$ cat src/rtl/acum_prod5b_if.sv
// Bus bundle for acum_prod5b: upstream product handshake, downstream
// result handshake, abort and frame count.
interface acum_prod5b_if;
  logic        clr;
  logic [9:0]  z;
  logic        in_valid;
  logic        in_ready;
  logic [13:0] acc;
  logic        acc_valid;
  logic        out_ready;
  logic [3:0]  cnt;

  // Master: the environment that supplies products and consumes results.
  modport master (
    output clr, z, in_valid, out_ready,
    input  in_ready, acc, acc_valid, cnt
  );

  // Slave: the accumulator block itself.
  modport slave (
    input  clr, z, in_valid, out_ready,
    output in_ready, acc, acc_valid, cnt
  );
endinterface

$ cat src/rtl/acum_prod5b.sv
// acum_prod5b: sums LEN unsigned 10-bit products into a 14-bit result,
// presents it with a valid/ready handshake, then starts a new frame.
// All outputs come from registers or decoded state; z never reaches acc
// combinationally.
module acum_prod5b #(
  parameter int unsigned LEN = 8
) (
  input  logic          clk,
  input  logic          rst,
  acum_prod5b_if.slave  bus
);

  localparam logic [0:0] ST_ACC  = 1'b0;
  localparam logic [0:0] ST_HOLD = 1'b1;

  // Frame length in 5 bits so LEN=16 compares correctly against a 4-bit count + 1.
  localparam logic [4:0] LEN_W = 5'(LEN);

  logic [0:0]  state_q, state_d;
  logic [13:0] acc_q,   acc_d;
  logic [3:0]  cnt_q,   cnt_d;
  logic [4:0]  cnt_inc;
  logic        accept;

  assign cnt_inc = {1'b0, cnt_q} + 5'd1;
  assign accept  = (state_q == ST_ACC) && bus.in_valid && !bus.clr;

  // Next-state: abort first, then collect in ACC or wait for handshake in HOLD.
  always_comb begin
    state_d = state_q;
    acc_d   = acc_q;
    cnt_d   = cnt_q;
    if (bus.clr) begin
      state_d = ST_ACC;
      acc_d   = '0;
      cnt_d   = '0;
    end else begin
      case (state_q)
        ST_ACC: begin
          if (accept) begin
            acc_d = acc_q + {4'b0000, bus.z};
            cnt_d = cnt_inc[3:0];
            if (cnt_inc == LEN_W) begin
              state_d = ST_HOLD;
            end
          end
        end
        ST_HOLD: begin
          if (bus.out_ready) begin
            state_d = ST_ACC;
            acc_d   = '0;
            cnt_d   = '0;
          end
        end
        default: begin
          state_d = ST_ACC;
          acc_d   = '0;
          cnt_d   = '0;
        end
      endcase
    end
  end

  // State registers with synchronous reset taking priority over everything.
  always_ff @(posedge clk) begin
    if (rst) begin
      state_q <= ST_ACC;
      acc_q   <= '0;
      cnt_q   <= '0;
    end else begin
      state_q <= state_d;
      acc_q   <= acc_d;
      cnt_q   <= cnt_d;
    end
  end

  assign bus.in_ready  = (state_q == ST_ACC);
  assign bus.acc_valid = (state_q == ST_HOLD);
  assign bus.acc       = acc_q;
  assign bus.cnt       = cnt_q;

endmodule
$ cat src/flat_wrapper.sv
// flat-port wrapper written by rule: the top's interface ports become plain ports
module acum_prod5b_flat 
#(
  parameter int unsigned LEN = 8
)
  (clk, rst, bus_clr, bus_z, bus_in_valid, bus_out_ready, bus_in_ready, bus_acc, bus_acc_valid, bus_cnt);
  acum_prod5b_if bus_i ();
  input  logic clk;
  input  logic rst;
  input wire logic [$bits(bus_i.clr)-1:0] bus_clr;
  input wire logic [$bits(bus_i.z)-1:0] bus_z;
  input wire logic [$bits(bus_i.in_valid)-1:0] bus_in_valid;
  input wire logic [$bits(bus_i.out_ready)-1:0] bus_out_ready;
  output wire logic [$bits(bus_i.in_ready)-1:0] bus_in_ready;
  output wire logic [$bits(bus_i.acc)-1:0] bus_acc;
  output wire logic [$bits(bus_i.acc_valid)-1:0] bus_acc_valid;
  output wire logic [$bits(bus_i.cnt)-1:0] bus_cnt;
  assign bus_i.clr = bus_clr;
  assign bus_i.z = bus_z;
  assign bus_i.in_valid = bus_in_valid;
  assign bus_i.out_ready = bus_out_ready;
  assign bus_in_ready = bus_i.in_ready;
  assign bus_acc = bus_i.acc;
  assign bus_acc_valid = bus_i.acc_valid;
  assign bus_cnt = bus_i.cnt;
  acum_prod5b #(.LEN(LEN)) u_core (.clk(clk), .rst(rst), .bus(bus_i));
endmodule
$ cat config.mk
export PLATFORM = sky130hd
export DESIGN_NAME = acum_prod5b_flat
export DESIGN_NICKNAME = d
export VERILOG_FILES = /design/src/rtl/acum_prod5b_if.sv /design/src/rtl/acum_prod5b.sv /design/src/flat_wrapper.sv
export SDC_FILE = /design/constraint.sdc
export NUM_CORES = 1
export LEC_CHECK = 0
export BUFFER_PORTS_ARGS = -buffer_cell sky130_fd_sc_hd__buf_2
export CAP_MARGIN = 20
export CORE_AREA = 2 2 55 57
export CTS_BUF_LIST = sky130_fd_sc_hd__clkbuf_2
export CTS_CLUSTER_DIAMETER = 150
export DETAILED_ROUTE_END_ITERATION = 7
export DIE_AREA = 0 0 57 59
export GPL_TIMING_DRIVEN = 0
export PLACE_DENSITY = 0.81
export SYNTH_ARGS = -nofsm -noshare
export SYNTH_HDL_FRONTEND = slang
export SYNTH_SLANG_ARGS = --single-unit
$ cat constraint.sdc
create_clock -name clk -period 1.72 [get_ports clk]
set_input_delay 0.172 -clock clk [delete_from_list [all_inputs] [get_ports clk]]
set_output_delay 0.172 -clock clk [all_outputs]
set_load 0.005 [all_outputs]
==> results of run 1 <==
-- cell usage in the layout (no fill, tap or decap), types with 2 or more instances in the layout --
cell type,count
o21a_1,4
a211oi_1,3
ha_4,5
and2_1,2
or3_1,3
buf_2,34
nand3b_1,2
clkbuf_2,6
a21o_1,2
nor2_1,22
nand2_1,4
ha_1,7
nand3_1,10
o21ai_0,10
buf_4,4
nor3_2,3
nor3_1,2
dfxtp_1,14
a21oi_2,3
clkbuf_1,2
dfxtp_2,4
a21oi_1,10
inv_1,5
nand4_1,3
xnor2_1,5
a22oi_1,5
-- logic make-up (layout without fill, tap and decap cells) --
| group | after synthesis | after routing |
|---|---|---|
| adders and majority gates | 13 | 13 |
| buffers and inverters | 10 | 52 |
| xor gates and xnor gates | 6 | 6 |
| AOI/OAI and AO/OA | 45 | 45 |
| and+or+nand+nor | 60 | 60 |
| DFF | 19 | 19 |
-- worst max-delay path: cells and delay by family (launching register included) --
family                     cells  cell delay, ps
buffers and inverters          1              50
xor gates and xnor gates       1             140
and+or+nand+nor                4             550
AOI/OAI and AO/OA              1             350
adders and majority gates      2             370
DFF                            1             370
-- layout make-up --
cell class                      count  share of cell area, %
Multi-Input combinational cell    124                   58.5
Sequential cell                    19                   23.5
Timing Repair Buffer               38                   12.1
Tap cell                           31                   2.34
Inverter                            6                   1.36
Clock buffer                        4                   1.21
Buffer                              4                   1.06
-- stage by stage --
stage	instance area (µm²)	power (mW)
2_1_floorplan	1310	0.569
3_3_place_gp	1520	0.616
3_5_place_dp	1520	0.622
4_1_cts	1630	0.850
5_1_grt	1660	0.887
6_report	1660	0.852
-- synth_stat cells, drive strengths merged --
cell     number  share of area [%]
nor2         22                6.5
dfxtp        19                 30
a21oi        14                6.1
ha           12                 12
o21ai        11                4.3
nand3        10                3.9
inv           6                1.8
a22oi         5                3.0
nor3          5                2.4
xnor2         5                3.4
clkbuf        4                1.2
nand2         4                1.2
o21a          4                2.4
a211oi        3                1.8
and2          3                1.5
nand4         3                1.5
nor2b         3                1.7
or3           3                1.5
a21o          2                1.2
nand3b        2                1.2
a32oi         1               0.69
fa            1                1.6
nand4b        1               0.69
nor3b         1               0.98
nor4bb        1                2.0
o2111ai       1               0.69
o2bb2ai       1               0.69
o31a          1                1.4
o31ai         1               0.59
o41a          1               0.89
or2           1               0.49
or4           1               0.59
xor2          1               0.69
-- layer usage --
layer / track usage (%) / up-vias / part of all wire (%)
li1: - / 647 / -
met1: 23.6 / 611 / 41
met2: 37.1 / 51 / 50
met3: 5.24 / 10 / 6.8
met4: 6.98 / 0 / 2.1
met5: 0 / - / 0
-- power by group through the flow --
stage / clock [mW] / combinational, mW / sequential (mW)
2_1_floorplan: 0 / 0.105 / 0.464
3_3_place_gp: 0 / 0.153 / 0.463
3_5_place_dp: 0 / 0.159 / 0.464
4_1_cts: 0.221 / 0.174 / 0.456
5_1_grt: 0.232 / 0.199 / 0.456
6_report: 0.216 / 0.181 / 0.455
-- repair_timing --
item	in CTS	in global routing
gates resized for setup	13	5
setup endpoints to repair	7	9
buffers inserted	3	1
pin swaps	8	4
hold buffers	0	0
-- worst min path at each step --
stage                                       to  cells past startpoint                            start
6_report       u_core.bus.acc_valid$_SDFF_PP0_                      4                    bus_out_ready
5_1_grt        u_core.bus.acc_valid$_SDFF_PP0_                      4                    bus_out_ready
4_1_cts        u_core.bus.acc_valid$_SDFF_PP0_                      4                    bus_out_ready
3_5_place_dp   u_core.bus.acc[13]$_SDFFE_PP0P_                      2  u_core.bus.acc[13]$_SDFFE_PP0P_
3_3_place_gp   u_core.bus.acc[13]$_SDFFE_PP0P_                      2  u_core.bus.acc[13]$_SDFFE_PP0P_
2_1_floorplan  u_core.bus.acc_valid$_SDFF_PP0_                      3                    bus_out_ready
-- sequential cells by signal, summed over array words and instances (netlist names) --
signal,cells
u_core.bus.acc_valid,1
u_core.bus.acc,14
u_core.bus.cnt,4
==> results by group, run 1 <==
Routing
  • Avg WL per Cell: 15.1 µm
  • DRT Pass-1 Iters: 4
  • Vias/cell: 5.84
  • DR DRC count: 0
  • Total Wirelength: 3.40 mm
  • Antenna Nets Post-Route: 0
  • Initial DRC count: 58
  • Total number of vias: 1319

Worst setup path
  • End of the worst register-to-register path: u_core.bus.acc[12]$_SDFFE_PP0P_
  • Critical path capture point: u_core.bus.acc[12]$_SDFFE_PP0P_
  • Critical path type: reg2reg
  • CP Launch Point: u_core.bus.acc[0]$_SDFFE_PP0P_
  • RR Startpoint: u_core.bus.acc[0]$_SDFFE_PP0P_
  • CP required: 1960 ps
  • R2R setup slack: -200 ps
  • Critical path cell sequence: ha_4 > inv_2 > fa_2 > nor2b_4 > o31a_4 > nor4bb_4 > nor3_2 > xnor2_1 > nor2_1
  • Largest stage delay, worst path: 370 ps
  • WP data arrival: 2160 ps
  • Crit end category: flop
  • Reg2Reg Depth: 9
  • Startpoint class of the critical path: flop
  • CP Max Fanout: 4
  • CP max-delay cell: dfxtp_2

Clocking
  • Clock root cell: clkbuf_2
  • CTS tree: yes
  • CTS buffer count: 3
  • H-tree depth: 1
  • Clk_lat worst skew: 330 ps
  • Clock buffer depth: 2
  • Clock-pin slew of the registers on the worst-case setup and hold paths: 210 ps
  • Clock sinks: 19

Die
  • DIE AREA: 0.00336 mm²
  • Initial Util: 46.9%
  • Ports: 35
  • Die H: 59 µm
  • Core ar.: 0.00271 mm²
  • # rows: 19
  • Die X: 57 µm

Power and ir drop
  • Leakage: 0.689 nW
  • Switching pwr: 0.261 mW
  • Worst ir drop on vdd: 0.654 mV
  • Comb pwr share: 21.2%
  • Cell internal pwr: 0.591 mW
  • Sw Share: 30.7%
  • Seq pwr share: 53.4%
  • PD cells: 514 mW/mm²
  • Clk pwr share: 25.4%

GRT
  • Total gr overflow: 0
  • Number of global-route vias before repair: 1202
  • Initial antenna violation count: 0
  • Global router's overall resource usage: 20.5%
  • First-pass GRT wire length: 5.35 mm
  • Pin count of the biggest net entering global routing: 11

Timing
  • Relative slew slack: 69.7%
  • TNS Setup: -876 ps
  • Period utilization: 112%
  • Final Setup Violations: 8
  • Max Slew Vio Count: 0
  • RSZ-0062 raised after global routing: yes
  • Max Freq: 0.520 GHz
  • Fin crit period: 1920 ps
  • Worst slew pin tran: 450 ps
  • Hold WS: 183 ps
  • Final WS setup: -203 ps
  • Hold Violations, Final: 0
  • Clock skew: 14.3 ps

Layout
  • Diodes inserted: 0
  • Filler Cell Count: 235
  • Synth-to-Final Area Change: 30.3%
  • Total Nets Final: 224
  • Fin util: 61.1%
  • Final Non-Filler Cells: 226
  • FF/Latch Area: 389 µm²
  • Multi-input gate area: 968 µm²
  • Share of post-route cells with drive strength above 1: 37.4%

Logic synthesis
  • Main combinational cell family by area after synthesis: simple AND/OR/NAND/NOR gates
  • Synth Cell Area: 0.00127 mm²
  • Mapped Cells: 153
  • Mapped Nets: 181
  • Synth warnings: 0
  • Post-Synth Adder-Cell Area: 13.4%
  • Post-Synth Simple-Gate Area: 26.0%
  • Compound-Gate Fraction of Synth Area: 23.6%
  • Seq/Total Area, Yosys: 29.9%
  • Synthesis-stage register bit count: 19
  • XOR/XNOR share of the synthesized area: 4.13%
  • Mux share of post-synthesis cell area: 0%
  • Distinct cells, synth: 37
  • Avg Cell Area, Syn: 8.31 µm²

Run status
  • Failing checks: negative setup slack
  • Status: finished with violations

Placed design
  • Pre-CTS setup slack: -262 ps
  • I/O Buffers: 34
  • Hpwl dp: 2.42 mm
  • Gpl congestion: 0.884
  • Placed cell count: 218

Min path
  • Worst min path class: in2reg

Run
  • Max-Cap Viols: 0
No activity file was read; power rests on OpenSTA's default activity.
==> run 2: changes to the inputs <==
Settings changed: CORE_AREA 2 2 55 57 to 2 2 57 59, DIE_AREA 0 0 57 59 to 0 0 59 61, PLACE_DENSITY 0.81 to 0.76.
==> results by group, run 2 (synthesis gave the netlist of run 1 again) <==
Run status
  • Status: finished with violations (unchanged)
  • Failing checks: negative setup slack (unchanged)

GRT
  • First-pass GRT wire length: 4.82 mm (was 5.35 mm)
  • Number of global-route vias before repair: 1109 (was 1202)
  • Global router's overall resource usage: 17.5% (was 20.5%)
  • Total gr overflow: 0 (unchanged)
  • Initial antenna violation count: 0 (unchanged)
  • Pin count of the biggest net entering global routing: 11 (unchanged)

Placed design
  • Gpl congestion: 0.848 (was 0.884)
  • Hpwl dp: 2.21 mm (was 2.42 mm)
  • I/O Buffers: 34 (unchanged)
  • Post-Place Cell Area: 0.00153 mm² (was 0.00152 mm²)
  • Pre-CTS setup slack: -236 ps (was -262 ps)
  • Placed cell count: 220 (was 218)

Worst setup path
  • CP Max Fanout: 4 (unchanged)
  • End of the worst register-to-register path: u_core.bus.acc[12]$_SDFFE_PP0P_ (unchanged)
  • RR Startpoint: u_core.bus.acc[0]$_SDFFE_PP0P_ (unchanged)
  • Startpoint class of the critical path: flop (unchanged)
  • CP required: 1950 ps (was 1960 ps)
  • Reg2Reg Depth: 9 (unchanged)
  • WP data arrival: 2130 ps (was 2160 ps)
  • R2R setup slack: -180 ps (was -200 ps)
  • Critical path type: reg2reg (unchanged)
  • Crit end category: flop (unchanged)
  • CP Launch Point: u_core.bus.acc[0]$_SDFFE_PP0P_ (unchanged)
  • Critical path capture point: u_core.bus.acc[12]$_SDFFE_PP0P_ (unchanged)

Routing
  • Vias/cell: 5.50 (was 5.84)
  • DR DRC count: 0 (unchanged)
  • Antenna Nets Post-Route: 0 (unchanged)
  • DRT Pass-1 Iters: 4 (unchanged)
  • Avg WL per Cell: 13.5 µm (was 15.1 µm)
  • Initial DRC count: 32 (was 58)
  • Total Wirelength: 3.05 mm (was 3.40 mm)
  • Total number of vias: 1244 (was 1319)

Timing
  • Final Setup Violations: 6 (was 8)
  • Worst slew pin tran: 481 ps (was 450 ps)
  • Max Slew Vio Count: 0 (unchanged)
  • Fin crit period: 1900 ps (was 1920 ps)
  • Period utilization: 111% (was 112%)
  • Hold Violations, Final: 0 (unchanged)
  • Final WS setup: -182 ps (was -203 ps)
  • Max Freq: 0.526 GHz (was 0.520 GHz)
  • RSZ-0062 raised after global routing: yes (unchanged)
  • Relative slew slack: 67.6% (was 69.7%)
  • Clock skew: 15.0 ps (was 14.3 ps)

Layout
  • Filler Cell Count: 297 (was 235)
  • Most frequent cells in the layout: 34 x buf_2, 22 x nor2_1, 15 x dfxtp_1 (was 34 x buf_2, 22 x nor2_1, 14 x dfxtp_1)
  • Commonest non-fill, non-tap cell in the layout: buf_2 (unchanged)
  • Multi-input gate area: 961 µm² (was 968 µm²)
  • FF/Latch Area: 385 µm² (was 389 µm²)
  • Synth-to-Final Area Change: 28.4% (was 30.3%)
  • Max reg flops: 14 (unchanged)
  • Final Non-Filler Cells: 226 (unchanged)
  • Final Cell Area: 0.00163 mm² (was 0.00166 mm²)
  • Total Nets Final: 222 (was 224)
  • Share of post-route cells with drive strength above 1: 36.3% (was 37.4%)
  • Fin util: 55.3% (was 61.1%)
  • Diodes inserted: 0 (unchanged)

Clocking
  • Clk_lat worst skew: 320 ps (was 330 ps)
  • CTS buffer count: 3 (unchanged)
  • Hold-fix buffers, CTS: 0 (unchanged)
  • Clock sinks: 19 (unchanged)
  • Clock root cell: clkbuf_2 (unchanged)
  • H-tree depth: 1 (unchanged)
  • CTS tree: yes (unchanged)
  • Clock buffer depth: 2 (unchanged)
  • Clock-pin slew of the registers on the worst-case setup and hold paths: 200 ps (was 210 ps)

Die
  • Core ar.: 0.00295 mm² (was 0.00271 mm²)
  • Die H: 61 µm (was 59 µm)
  • # rows: 20 (was 19)
  • Initial Util: 43.1% (was 46.9%)
  • Die X: 59 µm (was 57 µm)
  • DIE AREA: 0.00360 mm² (was 0.00336 mm²)
  • Ports: 35 (unchanged)

Power and ir drop
  • PD cells: 513 mW/mm² (was 514 mW/mm²)
  • Final Power: 0.837 mW (was 0.852 mW)
  • Worst ir drop on vdd: 0.386 mV (was 0.654 mV)
  • Leakage: 0.679 nW (was 0.689 nW)

Min path
  • Worst min path class: in2reg (unchanged)

Run
  • Max-Cap Viols: 0 (unchanged)
run 2: cell types whose count changed in the layout (fill, tap and decap cells not counted), sizes merged:
cell	change
buf	-2
run 2: layout make-up:
type                       count  area share [%]
clock buffer                   4            1.23
multi-input combinational    124            58.9
timing repair buffer          36            11.3
inverter                       6            1.38
buffer                         4            1.07
sequential                    19            23.6
tap                           33            2.53
run 2: worst min-delay path by stage:
| stage | cells after the start | slack (ps) | start | end |
|---|---|---|---|---|
| after floorplan | 3 | 360 | bus_out_ready | u_core.bus.acc_valid$_SDFF_PP0_ |
| after global placement | 2 | 470 | u_core.bus.acc[13]$_SDFFE_PP0P_ | u_core.bus.acc[13]$_SDFFE_PP0P_ |
| after detailed placement | 2 | 480 | u_core.bus.acc[13]$_SDFFE_PP0P_ | u_core.bus.acc[13]$_SDFFE_PP0P_ |
| after CTS | 4 | 160 | bus_out_ready | u_core.bus.acc_valid$_SDFF_PP0_ |
| after global routing | 4 | 190 | bus_out_ready | u_core.bus.acc_valid$_SDFF_PP0_ |
| final | 4 | 180 | bus_out_ready | u_core.bus.acc_valid$_SDFF_PP0_ |
run 2: what timing repair did:
action,4_1_cts,5_1_grt
setup buffers,1,1
cloned,0,0
resized for setup,10,5
pin swaps,7,2
setup endpoints to repair,8,15
run 2: worst max-delay path, stage by stage (launching register included):
cell,delay [ps]
dfxtp_2,370
ha_4,150
inv_2,50
fa_2,220
nor2b_4,50
o31a_4,360
nor4bb_4,330
nor3_2,90
xnor2_1,140
nor2_1,50
run 2: power by group:
group / total (mW) / internal (mW) / switching (mW) / leakage (nW)
Combinational: 0.173 / 0.0793 / 0.0938 / 0.507
Sequential: 0.456 / 0.448 / 0.00756 / 0.156
Clock: 0.208 / 0.0616 / 0.147 / 0.0166
run 2: through the flow:
stage	hold WS [ps]	setup TNS [ps]
after floorplan	359	-374
after global placement	469	-917
after detailed placement	480	-1030
after CTS	158	-850
after global routing	190	-1670
final	178	-713
run 2: layer usage:
metal  GRT usage (%)  wire (µm)  vias to the layer above
li1                -          -                      639
met1            23.3       1430                      569
met2            29.5       1460                       34
met3            3.84        153                        2
met4            3.57          9                        0
met5               0          0                        -
